===== src/rtl/rv_fifo.sv =====
// rv_fifo: parametrised valid/ready FIFO with occupancy count, almost-full
// flag and synchronous flush. Pointers carry one extra wrap bit so that full
// and empty are told apart without a separate counter register.
module rv_fifo #(
  parameter int wd    = 4,
  parameter int depth = 4,
  parameter int afull = 3
) (
  input  logic                     clk,
  input  logic                     rst,
  input  logic                     flush,
  input  logic                     datain_val,
  output logic                     datain_rdy,
  input  logic [wd-1:0]            datain,
  output logic                     dataout_val,
  input  logic                     dataout_rdy,
  output logic [wd-1:0]            dataout,
  output logic [$clog2(depth):0]   count,
  output logic                     almost_full
);

  localparam int AW = $clog2(depth);
  localparam int PW = AW + 1;
  localparam logic [PW-1:0] WRAP_BIT = {1'b1, {AW{1'b0}}};

  logic [PW-1:0] rd_q, rd_d;
  logic [PW-1:0] wr_q, wr_d;
  logic [wd-1:0] dout_q, dout_d;
  logic [wd-1:0] mem [depth];

  logic full, empty, push, pop;

  // Status flags come from registered pointers only, so neither ready nor
  // valid has a combinational path from the opposite side of the FIFO.
  always_comb begin
    empty       = (rd_q == wr_q);
    full        = ((rd_q ^ WRAP_BIT) == wr_q);
    datain_rdy  = ~full;
    dataout_val = ~empty;
    push        = datain_val & ~full;
    pop         = dataout_val & dataout_rdy;
    count       = wr_q - rd_q;
    almost_full = (int'(count) >= afull);
    dataout     = dout_q;
  end

  // Next pointers and next head word. The head is kept in its own register so
  // it can hold the last read value while empty (and is zero after reset).
  // A word pushed into a FIFO that becomes one-deep is forwarded straight into
  // the head register because the array write lands on the same edge.
  always_comb begin
    rd_d   = rd_q + {{AW{1'b0}}, pop};
    wr_d   = wr_q + {{AW{1'b0}}, push};
    dout_d = dout_q;
    if (flush) begin
      rd_d   = '0;
      wr_d   = '0;
      dout_d = '0;
    end else if (rd_d != wr_d) begin
      if (push && (rd_d == wr_q)) begin
        dout_d = datain;
      end else begin
        dout_d = mem[rd_d[AW-1:0]];
      end
    end
  end

  // Control state: pointers and head register, cleared by asynchronous reset.
  always_ff @(posedge clk or posedge rst) begin
    if (rst) begin
      rd_q   <= '0;
      wr_q   <= '0;
      dout_q <= '0;
    end else begin
      rd_q   <= rd_d;
      wr_q   <= wr_d;
      dout_q <= dout_d;
    end
  end

  // Storage array: not reset; a flush discards the word offered that cycle.
  always_ff @(posedge clk) begin
    if (push && !flush) begin
      mem[wr_q[AW-1:0]] <= datain;
    end
  end

endmodule


===== config.mk =====
export PLATFORM = sky130hd
export DESIGN_NAME = rv_fifo
export DESIGN_NICKNAME = d
export VERILOG_FILES = /design/src/rtl/rv_fifo.sv
export SDC_FILE = /design/constraint.sdc
export NUM_CORES = 1
export LEC_CHECK = 0
export CAP_MARGIN = 20
export CORE_MARGIN = 4
export CORE_UTILIZATION = 47
export DETAILED_ROUTE_END_ITERATION = 16
export GPL_TIMING_DRIVEN = 0
export MAX_ROUTING_LAYER = met4
export PLACE_DENSITY_LB_ADDON = 0.25
export SLEW_MARGIN = 20
export SYNTH_ARGS = -nofsm -noshare
export SYNTH_HDL_FRONTEND = slang
export SYNTH_SLANG_ARGS = --single-unit

===== constraint.sdc =====
create_clock -name clk -period 2.75 [get_ports clk]
set_input_delay 0.825 -clock clk [delete_from_list [all_inputs] [get_ports clk]]
set_output_delay 0.825 -clock clk [all_outputs]
set_load 0.01 [all_outputs]

==> results.ini <==
[yosys]
synth.cell_area_sq_um=1300
syn_nets=113
netlist-cell-type-count=25
synth_top_cell_area_share_pct=36.9
synth.area.top_cells=edfxtp_1 37%, dfrtp_1 19%, mux4_2 6.9%
yosys.area.top_type=edfxtp_1
ys_seq_area_share_pct=56.1
synth_seq_cells=26
synth_warnings=0
avgSynthCellArea_sq_um=13.4
syn_inst=97

[route]
wl_met2_mm=1.28
drtPass1Iterations=4
via_per_inst=5.51
drc=0
wl_per_cell_um=16.8
ant_nets=0
drt_iter0_markers=33
met1_length_mm=1.11
dr.max_layer_used=met4
wirelength_mm=2.54
wl_met3_um=117
vias=832

[worst_setup_path]
cpMaxStageDelayCell=fa_2
worst_setup_path_end_kind=primary output
crit_chain=inv_2 > ha_1 > inv_1 > fa_2 > dlygate4sd2_1
critical_path_required_ns=1.93
reg2reg_depth=11
max_stage_delay_ns=0.57
crit_type=reg2out
crit_path_start_kind=flop
timing.rr.start=rd_q[1]
timing.reg2reg.setup_slack_ns=0.14
cp.arrival_ns=1.84
worst-path-buf-inv=3
crit_start=wr_q[0]
r2r-end=dataout[0]
crit_fanout=2
crit_family=adder cells

[pwr]
power_density_nw_per_um2=765
p_int_mw=0.870
power_frac_clock_pct=21.1
ir_worst_vdd_mv=0.575
leakagePower_nw=0.632
switchingPower_mw=0.374
p_sw_share_pct=30.1
seqPwrFrac_pct=38.7
p_comb_share_pct=40.3

[job]
max-cap-violations=0

[timing]
fin_tns_setup_ns=0
report.final.slew_viol_count=0
fmax_mhz=376
max_slew_margin_pct=35.0
period_needed_ns=2.66
period_share_pct=96.7
finalSetupViolCount=0
worstMarginPinSlew_ns=0.966
finalWorstSetupSlack_ns=0.0896
skew_ns=0.00600
hold_viol_final=0

[global_routing]
overflow=0
track_usage_pct=16.1
antenna_found_initial=0
grt_pass1_wl_mm=4.07
grt_max_degree=16
grt_pass1_vias=881

[clock_tree]
holdBufCountCts=0
cts_root_buf=clkbuf_4
cts_inserted_buffers=3
clk_pin_slew_ns=0.14
htreeDepth=1
cts_buffer_depth=2
cts_tree=built
insertion_delay_ns=0.33
cts.sinks=26

[cells_and_area]
instances_no_fill=151
syn_to_final_growth_pct=24.9
final_area_sq_um=1630
diodes=0
final_core_util_pct=63.4
num-nets-final=138
num-fill-cells=210
drive_above_1_share_pct=19.8

[die]
initial_core_util_pct=50.7
die_area_sq_um=3680
placementRows=18
die_w_um=60.6
die_h_um=60.6
ioPinCount=19
core_sq_um=2570

[place]
hpwl_mm=1.84
dp_cells=145
dpl_cell_area_sq_um=1520
dp_worst_setup_slack_ns=-0.463
gp_congestion=0.750
portBuffers=18

[worst_hold_path]
min_path_type=reg2reg
hold_end=dataout[1]
hold_depth=2
hp-start=dataout[1]

[run_status]
status=complete, no violations

worst max-delay path by stage:
stage,end,cells past startpoint
6_report,count[1],5
3_5_place_dp,dataout[2],9
4_1_cts,almost_full,7
5_1_grt,dataout[2],9
3_3_place_gp,dataout[0],9
2_1_floorplan,dataout[0],10
cells in the final DEF (no fill, tap or decap), drive strengths merged:
| master | count |
|---|---|
| fa | 1 |
| clkbuf | 5 |
| ha | 6 |
| nand3 | 3 |
| mux2i | 1 |
| clkdlybuf4s15 | 1 |
| xor2 | 1 |
| and3 | 2 |
| nand2 | 2 |
| a21o | 1 |
| nor4 | 2 |
| edfxtp | 16 |
| buf | 4 |
| xnor2 | 10 |
| a21boi | 1 |
| o31ai | 4 |
| clkdlybuf4s50 | 15 |
| dfrtp | 10 |
| bufinv | 1 |
| nor2b | 4 |
| inv | 8 |
| nor2 | 3 |
| or3b | 4 |
| a31oi | 4 |
| o21ai | 5 |
| or3 | 1 |
| and2 | 1 |
| mux4 | 4 |
| dlygate4sd2 | 1 |
area by class of cell:
type | count | area, sq um | share of cell area (%)
Sequential cell | 26 | 732 | 45.0
Multi-Input combinational cell | 60 | 567 | 34.8
Timing Repair Buffer | 22 | 204 | 12.5
Tap cell | 30 | 37.5 | 2.31
Clock inverter | 1 | 30.0 | 1.85
Inverter | 8 | 30.0 | 1.85
Clock buffer | 3 | 22.5 | 1.38
Buffer | 1 | 3.75 | 0.231
flip-flops by register name (all words and copies together), names as in the netlist:
register	flops
dataout	4
rd_q	3
wr_q	3
mem	16
per-stage QoR:
step	power (mW)	hold WS, ns
5_1_grt	1.33	0.647
4_1_cts	1.23	0.621
2_1_floorplan	0.780	0.596
6_report	1.24	0.608
3_3_place_gp	0.956	0.564
3_5_place_dp	0.968	0.584
worst reg2reg max path: stages, from the launching register on:
cell     delay, ns
dfrtp_1       0.39
inv_1         0.08
ha_1          0.36
nand2_1       0.09
o21ai_2       0.20
inv_1         0.07
ha_1          0.18
ha_1          0.30
xnor2_1       0.17
nand2_2       0.13
or3_4         0.41
a31oi_1       0.17
power groups by stage:
stage	logic, mW	registers [mW]	clock network [mW]
2_1_floorplan	0.278	0.502	0
4_1_cts	0.475	0.484	0.268
6_report	0.501	0.481	0.262
5_1_grt	0.555	0.487	0.285
3_3_place_gp	0.465	0.490	0
3_5_place_dp	0.475	0.493	0
cell families (layout without fill, tap and decap cells):
group | Yosys count | in the layout | synth area share (%)
buffers and inverters | 11 | 35 | 3.17
muxes | 5 | 5 | 7.69
xor gates and xnor gates | 11 | 11 | 7.97
AOI/OAI and AO/OA | 15 | 15 | 7.30
DFF | 26 | 26 | 56.1
adders and majority gates | 7 | 7 | 7.30
and+or+nand+nor | 22 | 22 | 10.5
what timing repair did:
item,4_1_cts,5_1_grt
buffers inserted,1,3
hold endpoints to repair,0,0
setup endpoints to repair,7,5
gates resized for setup,8,8
pin swaps,1,1
cell usage after synthesis:
library cell  number
and2_1             1
o21ai_0            4
or3_4              1
dfrtp_1           10
mux2i_1            1
ha_1               6
or3b_1             4
nor2_1             3
edfxtp_1          16
o21ai_1            1
a21o_1             1
mux4_2             4
o31ai_1            4
nand2_1            2
clkbuf_1           3
a31oi_1            4
xnor2_1           10
inv_1              8
and3_1             2
xor2_2             1
nor4_1             2
nor2b_1            4
nand3_1            3
fa_1               1
a21boi_0           1
metal layers:
layer	global-route usage [%]	vias to the layer above
met3	2.55	5
met2	26.0	19
met1	21.1	408
li1	-	400
met4	4.64	0
met5	-	-
(Power assumes the default switching activity.)
